File: config.mk
export PLATFORM = sky130hd
export DESIGN_NAME = ternary_seq_multiplier_flat
export DESIGN_NICKNAME = d
export VERILOG_FILES = /design/src/rtl/ternary_seq_multiplier_if.sv /design/src/rtl/ternary_seq_multiplier.sv /design/src/flat_wrapper.sv
export SDC_FILE = /design/constraint.sdc
export NUM_CORES = 1
export LEC_CHECK = 0
export CAP_MARGIN = 10
export CORE_MARGIN = 1.5
export CORE_UTILIZATION = 58
export CTS_BUF_LIST = sky130_fd_sc_hd__clkbuf_4 sky130_fd_sc_hd__clkbuf_8
export DETAILED_ROUTE_END_ITERATION = 10
export MAX_ROUTING_LAYER = met4
export PLACE_DENSITY = 0.89
export REMOVE_ABC_BUFFERS = 1
export SLEW_MARGIN = 20
export SYNTH_ARGS = -nofsm -noshare
export SYNTH_HDL_FRONTEND = slang
export SYNTH_HIERARCHICAL = 1
export SYNTH_SLANG_ARGS = --single-unit
File: constraint.sdc
create_clock -name clk -period 17 [get_ports clk]
set_input_delay 4.25 -clock clk [delete_from_list [all_inputs] [get_ports clk]]
set_output_delay 4.25 -clock clk [all_outputs]
set_load 0.05 [all_outputs]
File: src/rtl/ternary_seq_multiplier_if.sv
// Trit encoding shared by the multiplier and its bench, plus the operand/product handshake bundle.
package ternary_seq_multiplier_pkg;
    typedef logic [1:0] trit_t;
    localparam trit_t T_ZERO = 2'b00;
    localparam trit_t T_POS  = 2'b01;
    localparam trit_t T_NEG  = 2'b10;
endpackage

interface ternary_seq_multiplier_if
    import ternary_seq_multiplier_pkg::*;
#(
    parameter int unsigned WIDTH = 9
);
    logic                    in_valid;
    logic                    in_ready;
    trit_t [WIDTH-1:0]       a;
    trit_t [WIDTH-1:0]       b;
    logic                    out_valid;
    logic                    out_ready;
    trit_t [2*WIDTH-1:0]     product;
    logic                    busy;

    modport master (
        output in_valid, a, b, out_ready,
        input  in_ready, out_valid, product, busy
    );

    modport slave (
        input  in_valid, a, b, out_ready,
        output in_ready, out_valid, product, busy
    );
endinterface

File: src/rtl/ternary_seq_multiplier.sv
// Balanced-ternary shift-add multiplier: one multiplier trit per cycle through a single ternary adder.
module ternary_seq_multiplier
    import ternary_seq_multiplier_pkg::*;
#(
    parameter int unsigned WIDTH = 9
) (
    input  logic                    clk,
    input  logic                    rst_n,
    ternary_seq_multiplier_if.slave bus
);
    localparam int unsigned CNT_W = $clog2(WIDTH + 1);
    localparam int unsigned ACC_W = 2 * WIDTH;

    typedef enum logic [1:0] {IDLE, RUN, DONE} state_t;

    state_t              state_q, state_n;
    logic [CNT_W-1:0]    count_q, count_n;
    trit_t [WIDTH-1:0]   a_q, a_n;
    trit_t [WIDTH-1:0]   b_q, b_n;
    trit_t [ACC_W-1:0]   acc_q, acc_n;
    trit_t [ACC_W-1:0]   prod_q, prod_n;
    logic                out_valid_q, in_ready_q, busy_q;

    trit_t [WIDTH-1:0]   pp;
    trit_t [WIDTH-1:0]   cla_sum;
    trit_t               cla_cout;

    // Partial product: swapping the two encoding bits negates a trit
    always_comb begin
        pp = '0;
        for (int i = 0; i < int'(WIDTH); i++) begin
            case (b_q[0])
                T_POS:   pp[i] = a_q[i];
                T_NEG:   pp[i] = {a_q[i][0], a_q[i][1]};
                default: pp[i] = T_ZERO;
            endcase
        end
    end

    ternary_cla #(.WIDTH(WIDTH)) u_cla (
        .a    (acc_q[ACC_W-1:WIDTH]),
        .b    (pp),
        .cin  (T_ZERO),
        .sum  (cla_sum),
        .cout (cla_cout)
    );

    always_comb begin
        state_n = state_q;
        count_n = count_q;
        a_n     = a_q;
        b_n     = b_q;
        acc_n   = acc_q;
        prod_n  = prod_q;
        case (state_q)
            IDLE: begin
                if (bus.in_valid && in_ready_q) begin
                    a_n     = bus.a;
                    b_n     = bus.b;
                    acc_n   = '0;
                    count_n = '0;
                    state_n = RUN;
                end
            end
            RUN: begin
                // acc[0] is final once shifted out, so the add only touches the upper half
                acc_n   = {cla_cout, cla_sum, acc_q[WIDTH-1:1]};
                b_n     = {T_ZERO, b_q[WIDTH-1:1]};
                count_n = CNT_W'(count_q + 1'b1);
                if (count_q == CNT_W'(WIDTH - 1)) begin
                    prod_n  = acc_n;
                    state_n = DONE;
                end
            end
            DONE: begin
                if (out_valid_q && bus.out_ready) begin
                    state_n = IDLE;
                end
            end
            default: state_n = IDLE;
        endcase
    end

    always_ff @(posedge clk or negedge rst_n) begin
        if (!rst_n) begin
            state_q     <= IDLE;
            count_q     <= '0;
            a_q         <= '0;
            b_q         <= '0;
            acc_q       <= '0;
            prod_q      <= '0;
            out_valid_q <= 1'b0;
            in_ready_q  <= 1'b1;
            busy_q      <= 1'b0;
        end else begin
            state_q     <= state_n;
            count_q     <= count_n;
            a_q         <= a_n;
            b_q         <= b_n;
            acc_q       <= acc_n;
            prod_q      <= prod_n;
            out_valid_q <= (state_n == DONE);
            in_ready_q  <= (state_n == IDLE);
            busy_q      <= (state_n != IDLE);
        end
    end

    assign bus.in_ready  = in_ready_q;
    assign bus.out_valid = out_valid_q;
    assign bus.product   = prod_q;
    assign bus.busy      = busy_q;
endmodule

// Balanced-ternary adder; each trit's digit sum in [-3,3] folds into a digit and a carry in {-1,0,+1}.
module ternary_cla
    import ternary_seq_multiplier_pkg::*;
#(
    parameter int unsigned WIDTH = 9
) (
    input  trit_t [WIDTH-1:0] a,
    input  trit_t [WIDTH-1:0] b,
    input  trit_t             cin,
    output trit_t [WIDTH-1:0] sum,
    output trit_t             cout
);
    function automatic logic signed [2:0] t2i(input trit_t t);
        case (t)
            T_POS:   return 3'sd1;
            T_NEG:   return -3'sd1;
            default: return 3'sd0;
        endcase
    endfunction

    function automatic trit_t i2t(input logic signed [2:0] v);
        case (v)
            3'sd1:   return T_POS;
            -3'sd1:  return T_NEG;
            default: return T_ZERO;
        endcase
    endfunction

    logic signed [2:0] carry;
    logic signed [2:0] dsum;

    always_comb begin
        sum   = '0;
        dsum  = 3'sd0;
        carry = t2i(cin);
        for (int i = 0; i < int'(WIDTH); i++) begin
            dsum = t2i(a[i]) + t2i(b[i]) + carry;
            if (dsum > 3'sd1) begin
                sum[i] = i2t(dsum - 3'sd3);
                carry  = 3'sd1;
            end else if (dsum < -3'sd1) begin
                sum[i] = i2t(dsum + 3'sd3);
                carry  = -3'sd1;
            end else begin
                sum[i] = i2t(dsum);
                carry  = 3'sd0;
            end
        end
        cout = i2t(carry);
    end
endmodule

File: src/flat_wrapper.sv
// flat-port wrapper written by rule: the top's interface ports become plain ports
module ternary_seq_multiplier_flat import ternary_seq_multiplier_pkg::*;
#(
    parameter int unsigned WIDTH = 9
)
  (clk, rst_n, bus_in_valid, bus_a, bus_b, bus_out_ready, bus_in_ready, bus_out_valid, bus_product, bus_busy);
  ternary_seq_multiplier_if #(.WIDTH(WIDTH)) bus_i ();
  input  logic clk;
  input  logic rst_n;
  input wire logic [$bits(bus_i.in_valid)-1:0] bus_in_valid;
  input wire logic [$bits(bus_i.a)-1:0] bus_a;
  input wire logic [$bits(bus_i.b)-1:0] bus_b;
  input wire logic [$bits(bus_i.out_ready)-1:0] bus_out_ready;
  output wire logic [$bits(bus_i.in_ready)-1:0] bus_in_ready;
  output wire logic [$bits(bus_i.out_valid)-1:0] bus_out_valid;
  output wire logic [$bits(bus_i.product)-1:0] bus_product;
  output wire logic [$bits(bus_i.busy)-1:0] bus_busy;
  assign bus_i.in_valid = bus_in_valid;
  assign bus_i.a = bus_a;
  assign bus_i.b = bus_b;
  assign bus_i.out_ready = bus_out_ready;
  assign bus_in_ready = bus_i.in_ready;
  assign bus_out_valid = bus_i.out_valid;
  assign bus_product = bus_i.product;
  assign bus_busy = bus_i.busy;
  ternary_seq_multiplier #(.WIDTH(WIDTH)) u_core (.clk(clk), .rst_n(rst_n), .bus(bus_i));
endmodule
==> impl_results.md <==
* Starting utilization of the core area at 59.3%
* Vertical extent of the die at approximately 110 µm
* Placed Instance Area at 7620 µm²
* Commonest non-fill, non-tap cell in the layout: sky130_fd_sc_hd__nand2_1
* Relative slew slack at 42.8%
* Kind of critical path: register to register
* Wire length the detailed router placed on met1 at 6420 µm
* Via count of the first global-routing pass at 5,369
* Highest Clock Rate at 0.0625 GHz
* Dominant register cell in the synthesized netlist: sky130_fd_sc_hd__dfrtp_1
* Placement-stage worst setup slack at 938 ps
* Filler Cell Count at 822
* Sequential cell area at ~2900 µm²
* Number of DRC violations after detailed-routing iteration 0 at 344
* Setup TNS Final at 0 ps
* Die span in x at 111 µm
* Std cell rows at 39
* First-pass DRT Iterations at 5
* Number of setup violations in the final report at 0
* Slowest stage cell, crit path: sky130_fd_sc_hd__fa_1
* Proportion of synthesized flip-flops having asynchronous set or reset at 100%
* I/O pins at 79
* Avg WL per Cell at around 16 µm
* Detailed Route WL at 15,000 µm
* Hold Fails Final Rpt at 0
* Post-synth EDFFs at 0
* Critical Path Sink Type: register
* Share of layout cells above drive strength 1 at 9.30%
* Post-Syn Area at 6780 µm²
* Clock slew at the register clock pins of the worst setup and hold paths at 70 ps
* Clock Skews at 10.0 ps
* Layout overhead on the synthesized area at 19.2%
* Routed wl met3 at 830 µm
* Critical path startpoint category: register
* Top layer in use: met4
* Hold Startpoint: u_core/bus.product[26]
* Outcome: complete, no violations
* Commonest non-fill, non-tap cells in the layout: 155 x sky130_fd_sc_hd__nand2_1, 114 x sky130_fd_sc_hd__dfrtp_1, 77 x sky130_fd_sc_hd__clkdlybuf4s50_1, 61 x sky130_fd_sc_hd__inv_1, 55 x sky130_fd_sc_hd__nand3_1
* Most common cell type on the critical path: sky130_fd_sc_hd__ha_1
* Slowest Stage Delay on Critical Path at 560 ps
* Root buffer cell: sky130_fd_sc_hd__clkbuf_8
* Hold-fix buffer count after cts at 0
* Minimum setup slack among reg-to-reg paths at 1010 ps
* Total Routing Usage GR at 26.1%
* Count of antenna diodes in the layout at 0
* Hold Path Sink: u_core/bus.product[26]
* Part of the cycle the worst path needs at a little over nine tenths
* # H-tree levels at 4
* TritonCTS clock tree: yes
* Area taken by multi-input logic gates at between 3000 and 4000 µm²
* Startpoint of the most critical register-to-register path: u_core/b_q[0]
* Arrival @ worst endpoint at around 16,000 ps
* Total of buffers placed on input and output ports at 78
* Die area at 12,300 µm²
* Warning count from the yosys run at 6
* Total met2 wirelength after detailed routing at between 7000 and 8000 µm
* Vias per Instance at 5.83
* Seq/Total Area, Yosys at approximately 42%
* Net count, final at 864
* Maximum number of pins on one net before global-route repair at 84
* Total clock sinks at around 120
* Tightest Hold Check Type: register to register
* Number of pins with negative max-slew slack in the final report at 0
* TritonCTS buffer count at 17
* First-pass GRT wire length at 25,100 µm
* Antenna violations before repair at 0
* Clock period minus worst slack at 15,990 ps
* Area of the placeable core at 11,400 µm²
* Maximum clock insertion buffer count at 2
* Remaining routing DRC violations at 0
* Setup Fix Bufs, Post-CTS at 0
* Reg2Reg Depth at 60
* Average instance area after synthesis at a little under 10 µm²
* Area of all placed cells without fillers at 8080 µm²
* Critical register-to-register path endpoint: u_core/bus.product[33]
* Clock latency on the worst-skew pair at 450 ps
* Final weighted congestion in routability-driven placement at around 0.95
* Final critical-path setup slack at 1010 ps
* Slew @ Worst Pin at 858 ps
* Number of register bits inferred by synthesis at roughly 120
* Largest fanout on the critical path at 18
* Max cap viols at 0
* Number of stages on the worst hold path at 1
* Data required time at the worst endpoint at 17,330 ps
* Gate count after technology mapping at 693
* Number of distinct library cells after synthesis at 53
* Remaining antenna violation count at 0
* Overflow after GRT at 0
* Post-CTS sizing at 0
* Unrepaired setup endpoints after global routing: false
* Total half-perimeter wirelength after legalization and detailed placement at 9860 µm
* Number of vias after detailed routing at 5,342
==> flip-flops by register name, summed over array words and instances (netlist names) <==
name and count:
u_core/count_q 4, u_core/b_q 18, u_core/acc_q 34, u_core/bus.product 36, u_core/bus.busy 1, u_core/a_q 18
u_core/state_q 2, u_core/bus.out_valid 1, u_core/bus.in_ready 1
==> cell families (layout without fill, tap and decap cells) <==
logic type	count (synthesis)	count (layout)	synth area share, %
other	1	2	0.0553
muxes	44	44	7.24
AOI/OAI and AO/OA	70	70	7.51
adders and majority gates	63	63	13.6
DFF	115	115	42.5
xor gates and xnor gates	10	10	2.97
and+or+nand+nor	295	295	20.3
buffers and inverters	95	175	5.85
==> synth_stat cells (2+ instances only) <==
cell,number,area [µm²]
sky130_fd_sc_hd__nand4_1,2,12.5
sky130_fd_sc_hd__a22oi_1,32,240
sky130_fd_sc_hd__or3b_2,2,17.5
sky130_fd_sc_hd__mux2i_1,7,70.1
sky130_fd_sc_hd__o21ai_0,10,50.1
sky130_fd_sc_hd__nor4b_1,3,26.3
sky130_fd_sc_hd__mux2_2,18,203
sky130_fd_sc_hd__nor3_1,4,20.0
sky130_fd_sc_hd__mux2_1,18,203
sky130_fd_sc_hd__or2_2,4,25.0
sky130_fd_sc_hd__fa_1,18,360
sky130_fd_sc_hd__nor2_1,26,97.6
sky130_fd_sc_hd__dfrtp_1,114,2850
sky130_fd_sc_hd__buf_4,2,15.0
sky130_fd_sc_hd__ha_1,45,563
sky130_fd_sc_hd__a21o_1,2,15.0
sky130_fd_sc_hd__a221o_1,7,70.1
sky130_fd_sc_hd__buf_1,2,7.51
sky130_fd_sc_hd__buf_6,3,33.8
sky130_fd_sc_hd__nor2b_1,13,81.3
sky130_fd_sc_hd__nor3b_1,7,52.6
sky130_fd_sc_hd__nand2b_1,3,18.8
sky130_fd_sc_hd__inv_1,61,229
sky130_fd_sc_hd__buf_2,8,40.0
sky130_fd_sc_hd__a32o_1,2,20.0
sky130_fd_sc_hd__nand3b_1,7,52.6
sky130_fd_sc_hd__o31ai_1,2,15.0
sky130_fd_sc_hd__a21oi_1,8,40.0
sky130_fd_sc_hd__nand3_1,55,275
sky130_fd_sc_hd__clkbuf_1,19,71.3
sky130_fd_sc_hd__and2_1,8,50.1
sky130_fd_sc_hd__nand2_1,155,582
sky130_fd_sc_hd__xnor3_1,6,135
==> per-stage QoR <==
stage / util, % / std cells / hold slack [ps]
2_1_floorplan: - / 660 / 445
3_3_place_gp: 66.7 / 884 / 461
3_5_place_dp: 66.7 / 884 / 474
4_1_cts: 70.3 / 916 / 489
5_1_grt: 70.8 / 917 / 506
6_report: 70.8 / 917 / 483
==> per-layer routing <==
metal / GRT usage [%] / vias to the layer above
li1: - / 2477
met1: 33.0 / 2643
met2: 40.7 / 183
met3: 6.67 / 39
met4: 10.4 / 0
met5: - / -
==> final cells by class <==
| cell class | instances | area share, % |
|---|---|---|
| Sequential cell | 115 | 35.6 |
| Clock inverter | 11 | 1.61 |
| Inverter | 61 | 2.83 |
| Timing Repair Buffer | 82 | 10.2 |
| Multi-Input combinational cell | 484 | 44.1 |
| Tap cell | 143 | 2.21 |
| Clock buffer | 21 | 3.42 |
==> how the worst max path moves through the flow <==
stage / from / end / cells after the start
final: u_core/b_q[0] / u_core/bus.product[33] / 60
after global routing: u_core/b_q[0] / u_core/bus.product[33] / 62
after CTS: u_core/b_q[1] / u_core/bus.product[33] / 58
after detailed placement: u_core/b_q[1] / u_core/bus.product[33] / 57
after global placement: u_core/b_q[1] / u_core/bus.product[33] / 58
after floorplan: u_core/b_q[1] / u_core/bus.product[33] / 56
==> worst max-delay path, delay by kind of cell, from the launching register on <==
kind	cells	cell delay, ps
muxes	2	330
and+or+nand+nor	9	1410
xor gates and xnor gates	9	3270
DFF	1	420
buffers and inverters	9	880
adders and majority gates	24	8280
AOI/OAI and AO/OA	7	1320
Power is left out: the tool's default activity adds up to more than one toggle a clock period on the data nets, which glitch-free logic cannot reach.
